File: src/rtl/adc_blk_pkg.sv
// Shared definitions for the ADC block builder: mode encodings, FSM state
// type and parameter defaults.
// Purely declarative. It has no latency or backpressure of its own.
package adc_blk_pkg;

    localparam int AD_W_DEF  = 8;
    localparam int BLK_W_DEF = 128;
    localparam int DIV_DEF   = 8;

    typedef enum logic {
        MODE_REPLICATE = 1'b0,
        MODE_PACK      = 1'b1
    } mode_t;

    typedef enum logic {
        ST_IDLE = 1'b0,
        ST_RUN  = 1'b1
    } state_t;

endpackage

File: src/rtl/adc_sample_timer.sv
// Sample-period divider: generates the ADC conversion strobe and the capture strobe.
// o_adc_en_n is registered and precedes the capture edge by one cycle. o_cap is combinational.
// No backpressure. All counting freezes while i_locked is low.
//
// Ports: i_clk/i_rst clock and async reset, i_locked clock-source lock,
//        i_run FSM in RUN, o_adc_en_n conversion strobe, o_cap capture enable.
module adc_sample_timer
#(
    parameter int DIV = 8
) (
    input  logic i_clk,
    input  logic i_rst,
    input  logic i_locked,
    input  logic i_run,
    output logic o_adc_en_n,
    output logic o_cap
);

    localparam int CW = $clog2(DIV);
    localparam logic [CW-1:0] CNT_MAX = CW'(DIV - 1);
    localparam logic [CW-1:0] CNT_PRE = CW'(DIV - 2);

    logic [CW-1:0] r_cnt;
    logic          r_en;

    // The divider runs in IDLE too, so the sample phase is set by reset release rather than by start.
    always_ff @(posedge i_clk or posedge i_rst) begin
        if (i_rst) begin
            r_cnt <= '0;
            r_en  <= 1'b0;
        end else begin
            if (i_locked) begin
                r_cnt <= (r_cnt == CNT_MAX) ? '0 : r_cnt + 1'b1;
            end
            // Gate with lock so a frozen count cannot repeat the strobe.
            r_en <= i_run & i_locked & (r_cnt == CNT_PRE);
        end
    end

    assign o_adc_en_n = r_en;
    assign o_cap      = i_run & i_locked & (r_cnt == CNT_MAX);

endmodule

File: src/rtl/adc_block_builder.sv
// Assembles ADC samples into wide blocks. Each bit of a sample is replicated across one field (REPLICATE), or NS samples are packed side by side (PACK).
// blk_valid rises one cycle after the capture edge that completes a block.
// blk_valid/blk_ready handshake. A completed block that meets a stalled output is dropped and the sticky overrun flag is set.
//
// Ports: ADC_CLK_90 clock, rst async reset, locked lock input, start arm,
//        mode REPLICATE/PACK, thresh LED threshold, ad_data ADC bus,
//        ADC_EN_N conversion strobe, blk_data/blk_valid/blk_ready output
//        block stream, led_open sample>thresh, overrun sticky drop flag.
module adc_block_builder
    import adc_blk_pkg::*;
#(
    parameter int AD_W  = AD_W_DEF,
    parameter int BLK_W = BLK_W_DEF,   // must be a multiple of AD_W
    parameter int DIV   = DIV_DEF
) (
    input  logic             ADC_CLK_90,
    input  logic             rst,
    input  logic             locked,
    input  logic             start,
    input  logic             mode,
    input  logic [AD_W-1:0]  thresh,
    input  logic [AD_W-1:0]  ad_data,
    output logic             ADC_EN_N,
    output logic [BLK_W-1:0] blk_data,
    output logic             blk_valid,
    input  logic             blk_ready,
    output logic             led_open,
    output logic             overrun
);

    localparam int NS = BLK_W / AD_W;
    localparam int SW = (NS > 1) ? $clog2(NS) : 1;
    localparam logic [SW-1:0] SLOT_MAX = SW'(NS - 1);

    state_t           r_state;
    state_t           w_state_nxt;
    logic             w_run;
    logic             w_cap;
    logic             r_cap_d;
    logic [AD_W-1:0]  r_ad_q;
    mode_t            r_mode;
    logic [SW-1:0]    r_slot;
    logic [BLK_W-1:0] r_shadow;
    logic [BLK_W-1:0] r_blk_data;
    logic             r_blk_valid;
    logic             r_led;
    logic             r_overrun;
    logic [BLK_W-1:0] w_rep_blk;
    logic [BLK_W-1:0] w_pack_blk;
    logic [BLK_W-1:0] w_new_blk;
    logic             w_done;

    always_ff @(posedge ADC_CLK_90 or posedge rst) begin
        if (rst) r_state <= ST_IDLE;
        else     r_state <= w_state_nxt;
    end

    // RUN is terminal. Only reset returns the block to IDLE.
    always_comb begin
        w_state_nxt = r_state;
        if (r_state == ST_IDLE && start && locked) w_state_nxt = ST_RUN;
    end

    assign w_run = (r_state == ST_RUN);

    adc_sample_timer #(.DIV(DIV)) u_timer (
        .i_clk      (ADC_CLK_90),
        .i_rst      (rst),
        .i_locked   (locked),
        .i_run      (w_run),
        .o_adc_en_n (ADC_EN_N),
        .o_cap      (w_cap)
    );

    always_comb begin
        w_rep_blk = '0;
        for (int i = 0; i < AD_W; i++) begin
            w_rep_blk[i*NS +: NS] = {NS{r_ad_q[i]}};
        end
    end

    // Shadow with the current sample merged in. The final slot's sample reaches blk_data without an extra cycle.
    always_comb begin
        w_pack_blk = r_shadow;
        w_pack_blk[int'(r_slot)*AD_W +: AD_W] = r_ad_q;
    end

    assign w_new_blk = (r_mode == MODE_PACK) ? w_pack_blk : w_rep_blk;
    assign w_done    = r_cap_d & ((r_mode == MODE_REPLICATE) | (r_slot == SLOT_MAX));

    // A sample is taken on the capture edge and consumed on the following edge (r_cap_d).
    always_ff @(posedge ADC_CLK_90 or posedge rst) begin
        if (rst) begin
            r_cap_d     <= 1'b0;
            r_ad_q      <= '0;
            r_mode      <= MODE_REPLICATE;
            r_slot      <= '0;
            r_shadow    <= '0;
            r_blk_data  <= '0;
            r_blk_valid <= 1'b0;
            r_led       <= 1'b0;
            r_overrun   <= 1'b0;
        end else begin
            r_cap_d <= w_cap;
            if (w_cap) begin
                r_ad_q <= ad_data;
                // Mode is sampled only at a block boundary. A mid-block change waits for the next block.
                if (r_slot == '0) r_mode <= mode_t'(mode);
            end
            if (r_cap_d) begin
                r_led <= (r_ad_q > thresh);
                if (r_mode == MODE_PACK) begin
                    r_shadow <= w_pack_blk;
                    r_slot   <= (r_slot == SLOT_MAX) ? '0 : r_slot + 1'b1;
                end
            end
            if (w_done) begin
                if (!r_blk_valid || blk_ready) begin
                    r_blk_data  <= w_new_blk;
                    r_blk_valid <= 1'b1;
                end else begin
                    r_overrun <= 1'b1;
                end
            end else if (r_blk_valid && blk_ready) begin
                r_blk_valid <= 1'b0;
            end
        end
    end

    assign blk_data  = r_blk_data;
    assign blk_valid = r_blk_valid;
    assign led_open  = r_led;
    assign overrun   = r_overrun;

endmodule

File: config.mk
export PLATFORM = sky130hd
export DESIGN_NAME = adc_block_builder
export DESIGN_NICKNAME = d
export VERILOG_FILES = /design/src/rtl/adc_blk_pkg.sv /design/src/rtl/adc_sample_timer.sv /design/src/rtl/adc_block_builder.sv
export SDC_FILE = /design/constraint.sdc
export NUM_CORES = 1
export LEC_CHECK = 0
export CAP_MARGIN = 20
export CORE_ASPECT_RATIO = 2
export CORE_MARGIN = 3
export CORE_UTILIZATION = 51
export DETAILED_ROUTE_END_ITERATION = 7
export MAX_ROUTING_LAYER = met4
export PLACE_DENSITY = 0.78
export SETUP_SLACK_MARGIN = 0.05
export SLEW_MARGIN = 25
export SYNTH_ARGS = -nofsm -noshare
export SYNTH_HDL_FRONTEND = slang
export SYNTH_HIERARCHICAL = 1
export SYNTH_SLANG_ARGS = --single-unit
File: constraint.sdc
create_clock -name ADC_CLK_90 -period 11.6 [get_ports ADC_CLK_90]
set_clock_uncertainty 0.1 [all_clocks]
set_input_delay 2.32 -clock ADC_CLK_90 [delete_from_list [all_inputs] [get_ports ADC_CLK_90]]
set_output_delay 2.32 -clock ADC_CLK_90 [all_outputs]
set_load 0.01 [all_outputs]
==> results.json, run 1 <==
{
  "status": "finished clean",
  "cap_violations": 0,
  "cts_tree": "yes",
  "synthCells": 1215,
  "num_vias": 10610,
  "synth-seq-cells": 278,
  "worstSetupPathType": "register to register",
  "path_cells": "buf_4, inv_1, ha_1, buf_4, nor2b_1, nand2_1, nor3_2, mux2_2",
  "die_area_um2": 27880,
  "synth-main-ff-cell": "dfrtp_1",
  "fp-row-count": 82,
  "htree_num_levels": 1,
  "hold_path_end": "blk_data[52]$_DFFE_PP0P_",
  "ios": 154,
  "post_drt_wl_per_cell_um": 23.39,
  "nets": 1356,
  "yosysMostFrequentCell": "dfrtp_1",
  "detail_route.iter0.violations": 829,
  "rr_endpoint": "r_shadow[116]$_DFFE_PP0P_",
  "holdCritStartpoint": "blk_data[52]$_DFFE_PP0P_",
  "start_util_pct": 52.14,
  "syn-cell-area_um2": 13160,
  "final-setup-viol-count": 0,
  "postPlaceCellArea_um2": 14900,
  "irDropWorstVdd_v": 0.0001524,
  "multi_input_area_um2": 5804,
  "total_power_uw": 3859,
  "async_flop_share_pct": 100.0,
  "dp_slack_ns": 6.394,
  "max_stage_delay_ns": 0.96,
  "routabilityCongestion": 0.9545,
  "grt_usage_pct": 28.53,
  "maxSlewViolCount": 0,
  "grt_pass1_vias": 10900,
  "hp-class": "register to register",
  "synth_nets": 1251,
  "regArea_um2": 6958,
  "layout.cells.non_filler": 1670,
  "cts_setup_buffers": 0,
  "holdPathStages": 2,
  "overflow": 0,
  "cts_inserted_buffers": 25,
  "clkTransAtPathRegs_ns": 0.07,
  "yosys_warnings": 6,
  "area_growth_syn_to_layout_pct": 19.71,
  "drcViolationCount": 0,
  "core_um2": 25240,
  "clock-sinks": 278,
  "crit_path_frequent_cell": "buf_4",
  "postCtsHoldBufs": 0,
  "synth_edf_count": 0,
  "ys_seq_area_share_pct": 52.86,
  "fillers": 2075,
  "ant_nets": 0,
  "syn_area_per_cell_um2": 10.83,
  "grt_setup_unrepaired": "no",
  "n_antenna_cell": 0,
  "end_kind": "register",
  "place_hpwl_mm": 27.00,
  "insertion_delay_ns": 0.55,
  "synth_cell_types": 61,
  "period_needed_ns": 4.543,
  "slowest_stage": "ha_1",
  "ys_top_cells_by_area": "dfrtp_1 53%, mux2_2 11%, o32a_1 5.5%",
  "drt-pass1-iter-count": 5,
  "grt_max_degree": 109,
  "finalHoldViolations": 0,
  "cts_root_buffer": "clkbuf_16",
  "r2r-start": "r_slot[0]$_DFFE_PP0P_",
  "drive_above_1_share_pct": 15.14,
  "cts_buffer_depth": 3,
  "cp.arrival_ns": 4.87,
  "tightest_slew_ns": 1.012,
  "period_share_pct": 39.16,
  "vias_per_cell": 6.350,
  "fin_area_um2": 15750,
  "totalWireLength_mm": 39.06,
  "r2r_cells": 8,
  "chipWidth_um": 119.6,
  "die_h_um": 233.2,
  "cp-startpoint": "r_slot[0]$_DFFE_PP0P_",
  "antenna_found_initial": 0,
  "setup_ws_ns": 7.057,
  "p_per_area_nw_per_um2": 245.0,
  "crit_path_start_kind": "register",
  "crit_required_ns": 11.93,
  "netlist.area_leader.share_pct": 52.86,
  "rrSetupSlack_ns": 7.06,
  "worstPathMaxFanout": 59,
  "power.leakage_uw": 0.006926,
  "max_slew_margin_pct": 32.00,
  "synth_top_cell_by_area": "dfrtp_1",
  "cts_repair_resize_count": 0,
  "portBuffers": 153,
  "post-place-cells": 1628,
  "fin_setup_tns_ns": 0,
  "grt_pass1_wl_mm": 60.51,
  "synth_common_cells": "278 x dfrtp_1, 124 x mux2_2, 117 x nand2_1, 104 x nor2_1, 72 x o32a_1",
  "fmax_mhz": 220.1
}
area by class of cell:
type | instances | share of cell area, %
tap | 336 | 2.669
clock buffer | 33 | 4.416
sequential | 278 | 44.17
timing repair buffer | 167 | 10.59
multi-input combinational | 826 | 36.84
clock inverter | 8 | 0.7466
inverter | 22 | 0.5718
sequential cells by signal, summed over array words and instances, names as in the netlist:
| name | count |
|---|---|
| overrun | 1 |
| r_shadow | 128 |
| blk_valid | 1 |
| u_timer/o_adc_en_n | 1 |
| u_timer/r_cnt | 3 |
| r_cap_d | 1 |
| r_slot | 4 |
| r_state | 1 |
| r_mode | 1 |
| r_ad_q | 8 |
| blk_data | 128 |
| led_open | 1 |
cell usage in the layout, fill, tap and decap left out, types with 16 or more instances in the layout:
cell / n
nor2_1: 104
o21ai_0: 51
clkdlybuf4s50_1: 153
nor3_1: 30
o32a_1: 72
and3_1: 50
a31oi_1: 17
inv_1: 21
nand2_1: 117
o31ai_1: 16
mux2_2: 124
clkbuf_16: 25
a21oi_1: 35
dfrtp_1: 277
nor3b_1: 18
nand3_1: 22
per-layer routing:
metal	up-vias	share of wire, %	global-route usage (%)	routed length [µm]
li1	4700	-	-	-
met1	5282	34	29.79	13430
met2	459	53	49.82	20530
met3	164	5.7	3.925	2240
met4	0	7.3	19.00	2850
met5	-	0	-	0
worst max-delay path by stage:
stage	end	slack, ns	cells after the start
2_1_floorplan	blk_data[0]$_DFFE_PP0P_	1.63	1
3_3_place_gp	blk_data[124]$_DFFE_PP0P_	6.49	6
3_5_place_dp	blk_data[97]$_DFFE_PP0P_	6.39	6
4_1_cts	blk_data[102]$_DFFE_PP0P_	6.93	6
5_1_grt	r_shadow[118]$_DFFE_PP0P_	6.80	8
6_report	r_shadow[116]$_DFFE_PP0P_	7.06	8
worst max-delay path: cells and delay by family, from the launching register on:
kind	cells	cell delay (ns)
adder cells (fa/ha/maj)	1	0.96
buffers and inverters	3	1.30
flip-flops	1	0.32
multiplexers	1	0.41
AND/OR/NAND/NOR	3	1.32
cell families (layout without fill, tap and decap cells):
family | Yosys count | after routing | synth area share [%]
multiplexers | 124 | 124 | 10.61
XOR/XNOR | 2 | 2 | 0.1902
adder cells (fa/ha/maj) | 14 | 14 | 1.331
buffers and inverters | 111 | 230 | 3.375
flip-flops | 278 | 278 | 52.86
AO/OA/AOI/OAI | 273 | 273 | 15.71
AND/OR/NAND/NOR | 413 | 413 | 15.93
per-stage QoR:
step / utilization [%] / hold WS (ns)
3_5_place_dp: 59.04 / 0.3604
3_3_place_gp: 58.91 / 0.3577
4_1_cts: 62.26 / 0.3786
2_1_floorplan: - / 0.3345
5_1_grt: 62.42 / 0.4113
6_report: 62.42 / 0.3778
where the power goes:
part	switching [µW]	leakage (µW)	internal, µW
Combinational	867	0.00299	666
Sequential	269	0.00354	1200
Clock	366	0.000400	486
Total	1500	0.00693	2360
No activity file was read; power rests on OpenSTA's default activity.
==> run 2, diff against run 1 <==
clock period = 4.8 ns   (was 11.6 ns; I/O delays follow)
==> results.json, run 2 (same netlist as run 1, synthesis figures left out) <==
{
  "insertion_delay_ns": 0.53,
  "rr_endpoint": "blk_data[71]$_DFFE_PP0P_",
  "cp.arrival_ns": 4.02,
  "cts_tree": "yes",
  "grt_setup_unrepaired": "no",
  "cts_buffer_depth": 3,
  "fp-row-count": 82,
  "cts_root_buffer": "clkbuf_16",
  "final_common_cell": "dfrtp_1",
  "hp-class": "register to register",
  "r2r-start": "r_slot[0]$_DFFE_PP0P_",
  "chipWidth_um": 119.6,
  "crit_required_ns": 5.11,
  "max_slew_margin_pct": 32.32,
  "overflow": 0,
  "drive_above_1_share_pct": 14.98,
  "fmax_mhz": 269.2,
  "cts_repair_resize_count": 0,
  "period_needed_ns": 3.715,
  "power.leakage_uw": 0.006916,
  "portBuffers": 153,
  "grt_pass1_vias": 10900,
  "vias_per_cell": 6.325,
  "cap_violations": 0,
  "final_cell_mix": "277 x dfrtp_1, 153 x clkdlybuf4s50_1, 124 x mux2_2",
  "maxSlewViolCount": 0,
  "clkTransAtPathRegs_ns": 0.07,
  "start_util_pct": 52.14,
  "holdCritStartpoint": "blk_data[83]$_DFFE_PP0P_",
  "core_um2": 25240,
  "totalWireLength_mm": 37.92,
  "tightest_slew_ns": 1.007,
  "post_drt_wl_per_cell_um": 22.68,
  "hold_path_end": "blk_data[83]$_DFFE_PP0P_",
  "grt_max_degree": 158,
  "worstSetupPathType": "register to register",
  "ios": 154,
  "drcViolationCount": 0,
  "crit_path_start_kind": "register",
  "end_kind": "register",
  "clock-sinks": 278,
  "drt-pass1-iter-count": 5,
  "ant_nets": 0,
  "p_per_area_nw_per_um2": 586.1,
  "fin_setup_tns_ns": 0,
  "final-setup-viol-count": 0,
  "grt_usage_pct": 28.11,
  "fin_area_um2": 15720,
  "nets": 1355,
  "r2r_cells": 7,
  "worstPathMaxFanout": 58,
  "htree_num_levels": 1,
  "irDropWorstVdd_v": 0.0004338,
  "place_hpwl_mm": 26.64,
  "cts_inserted_buffers": 24,
  "postCtsHoldBufs": 0,
  "detail_route.iter0.violations": 882,
  "postPlaceCellArea_um2": 14900,
  "area_growth_syn_to_layout_pct": 19.47,
  "grt_pass1_wl_mm": 59.95,
  "status": "finished clean",
  "routabilityCongestion": 0.9061,
  "die_h_um": 233.2,
  "die_area_um2": 27880,
  "num_vias": 10580,
  "period_share_pct": 77.40,
  "cts_setup_buffers": 0,
  "holdPathStages": 2,
  "antenna_found_initial": 1,
  "finalHoldViolations": 0,
  "rrSetupSlack_ns": 1.08
}
-- run 2: cell count changes in the layout (fill, tap and decap cells not counted), moves of 2 or more --
cell and change:
buf_4 +3, buf_6 -3, clkbuf_1 +3, o21ai_1 +2
-- run 2: stage by stage --
stage          hold slack, ns  worst slack [ns]  power [µW]  std cells  util [%]
4_1_cts                0.3825             1.146        9204       1671     62.21
6_report               0.3800             1.085        9215       1672     62.29
5_1_grt                0.4020            0.8745        9682       1672     62.29
2_1_floorplan          0.3345            0.1166        5380       1215         -
3_3_place_gp           0.3601             1.329        7095       1629     59.02
3_5_place_dp           0.3610             1.183        7178       1629     59.03
-- run 2: worst max-delay path: stages (launching register included) --
cell and delay [ns]:
dfrtp_1 0.35, buf_4 0.50, nor3_1 0.17, ha_1 0.69
nor4b_4 0.60, o21ai_1 0.51, and3_1 0.36, o32a_1 0.30
-- run 2: per-layer routing --
layer | vias up | GRT usage (%) | part of all wire, % | routed length, µm
li1 | 4679 | - | - | -
met5 | - | - | 0 | 0
met2 | 494 | 49.45 | 53 | 20260
met1 | 5258 | 30.96 | 35 | 13190
met3 | 145 | 2.859 | 5.6 | 2118
met4 | 0 | 15.88 | 6.2 | 2352
-- run 2: worst max-delay path by stage --
stage,startpoint,end,slack [ns],depth (start not counted)
final,r_slot[0]$_DFFE_PP0P_,blk_data[71]$_DFFE_PP0P_,1.08,7
after CTS,r_slot[0]$_DFFE_PP0P_,blk_data[71]$_DFFE_PP0P_,1.15,7
after global routing,r_slot[0]$_DFFE_PP0P_,blk_data[71]$_DFFE_PP0P_,0.87,7
after detailed placement,r_slot[0]$_DFFE_PP0P_,blk_data[70]$_DFFE_PP0P_,1.18,7
after global placement,r_slot[0]$_DFFE_PP0P_,blk_data[66]$_DFFE_PP0P_,1.33,7
after floorplan,rst,blk_data[0]$_DFFE_PP0P_,0.12,1
-- run 2: area by class of cell --
class                   count  area [µm²]
multi-input cells         826        5788
clock buffers              35       693.2
fillers                  2074        9517
diodes                      1       2.502
repair buffers            167        1662
inverters                  22       86.33
clock inverters             7       110.1
well taps                 336       420.4
flip-flops and latches    278        6960
-- run 2: power by group --
group          total [µW]  switching [µW]  internal [µW]
clock network        2020             855           1160
registers            3620             705           2910
logic                3580            1980           1600
==> run 3, diff against run 2 <==
clock period = 3.8 ns   (was 4.8 ns; I/O delays follow)
==> results.json, run 3 (same netlist as run 1, synthesis figures left out) <==
{
  "fin_area_um2": 15930,
  "fin_setup_tns_ns": 0,
  "r2r_cells": 6,
  "rrSetupSlack_ns": 0.67,
  "finalHoldViolations": 0,
  "antenna_found_initial": 1,
  "grt_max_degree": 104,
  "irDropWorstVdd_v": 0.0004527,
  "detail_route.iter0.violations": 887,
  "overflow": 0,
  "routabilityCongestion": 0.9379,
  "r2r-start": "r_slot[1]$_DFFE_PP0P_",
  "drive_above_1_share_pct": 16.37,
  "num_vias": 10740,
  "post-place-cells": 1648,
  "cts_root_buffer": "clkbuf_16",
  "regArea_um2": 6958,
  "area_growth_syn_to_layout_pct": 21.08,
  "htree_num_levels": 1,
  "hp-class": "register to register",
  "totalWireLength_mm": 38.71,
  "postCtsHoldBufs": 0,
  "grt_usage_pct": 28.47,
  "p_per_area_nw_per_um2": 739.9,
  "max_slew_margin_pct": 25.18,
  "fillers": 2052,
  "ant_nets": 0,
  "worstSetupPathType": "register to register",
  "power.leakage_uw": 0.007049,
  "maxSlewViolCount": 0,
  "ios": 154,
  "cp.arrival_ns": 3.44,
  "final_cell_mix": "277 x dfrtp_1, 153 x clkdlybuf4s50_1, 124 x mux2_2",
  "holdCritStartpoint": "r_state$_DFFE_PP0P_",
  "period_needed_ns": 3.126,
  "die_area_um2": 27880,
  "start_util_pct": 52.14,
  "insertion_delay_ns": 0.54,
  "fp-row-count": 82,
  "end_kind": "register",
  "holdPathStages": 1,
  "place_hpwl_mm": 27.36,
  "cts_inserted_buffers": 24,
  "tightest_slew_ns": 1.114,
  "postPlaceCellArea_um2": 15080,
  "cts_setup_buffers": 0,
  "cts_buffer_depth": 3,
  "grt_pass1_wl_mm": 60.72,
  "grt_pass1_vias": 11200,
  "worstPathMaxFanout": 10,
  "multi_input_area_um2": 5776,
  "clock-sinks": 278,
  "grt_setup_unrepaired": "no",
  "final-setup-viol-count": 0,
  "portBuffers": 153,
  "crit_required_ns": 4.12,
  "cts_repair_resize_count": 0,
  "final_common_cell": "dfrtp_1",
  "hold_path_end": "r_state$_DFFE_PP0P_",
  "chipWidth_um": 119.6,
  "rr_endpoint": "r_shadow[71]$_DFFE_PP0P_",
  "status": "finished clean",
  "clkTransAtPathRegs_ns": 0.07,
  "post_drt_wl_per_cell_um": 22.86,
  "die_h_um": 233.2,
  "cap_violations": 0,
  "layout.cells.non_filler": 1693,
  "drcViolationCount": 0,
  "crit_path_start_kind": "register",
  "vias_per_cell": 6.341,
  "nets": 1374,
  "fmax_mhz": 319.9,
  "core_um2": 25240,
  "period_share_pct": 82.26,
  "cts_tree": "yes",
  "drt-pass1-iter-count": 6
}
-- run 3: cell types whose count changed in the layout (fill, tap and decap cells not counted), moves of 3 or more --
cell      delta
buf_4       +16
buf_12       +3
clkbuf_8     +6
clkbuf_1     -4
-- run 3: worst max-delay path by stage --
stage | end | from | slack (ns)
final | r_shadow[71]$_DFFE_PP0P_ | r_slot[1]$_DFFE_PP0P_ | 0.67
after global placement | blk_data[120]$_DFFE_PP0P_ | blk_ready | 0.73
after floorplan | blk_data[0]$_DFFE_PP0P_ | rst | -0.68
after detailed placement | blk_data[34]$_DFFE_PP0P_ | blk_ready | 0.67
after CTS | r_shadow[53]$_DFFE_PP0P_ | r_slot[0]$_DFFE_PP0P_ | 0.74
after global routing | blk_data[117]$_DFFE_PP0P_ | r_slot[1]$_DFFE_PP0P_ | 0.41
-- run 3: per-layer routing --
metal / up-vias / wire [µm] / track usage [%]
met5: - / 0 / -
met4: 0 / 2864 / 18.93
met3: 174 / 2110 / 3.562
met2: 487 / 20330 / 48.74
met1: 5350 / 13410 / 30.86
li1: 4724 / - / -
-- run 3: power by group --
group	switching, µW	internal (µW)
Clock	1100	1520
Sequential	797	3680
Combinational	2610	2090
-- run 3: area by class of cell --
cell class                 count  share of cell area (%)
clock inverter                 7                  0.5575
timing repair buffer         186                   11.56
antenna                        1                 0.01570
multi-input combinational    826                   36.25
inverter                      22                  0.5418
tap                          336                   2.638
clock buffer                  37                   4.774
sequential                   278                   43.67
-- run 3: stage by stage --
| stage | hold WS, ns | power [µW] | utilization (%) | worst slack (ns) |
|---|---|---|---|---|
| finish | 0.3766 | 11790 | 63.13 | 0.6741 |
| global placement | 0.3586 | 9027 | 59.74 | 0.7295 |
| global route | 0.3922 | 12370 | 63.13 | 0.4062 |
| CTS | 0.3757 | 11770 | 63.10 | 0.7440 |
| detailed placement | 0.3675 | 9146 | 59.74 | 0.6654 |
| floorplan | 0.3345 | 6795 | - | -0.6834 |
-- run 3: worst max-delay path, cell delays in order, from the launching register on --
cell,delay (ns)
dfrtp_1,0.46
nor3_1,0.36
ha_1,0.36
nor2b_1,0.37
nand2_1,0.35
or3_1,0.64
mux2_2,0.35
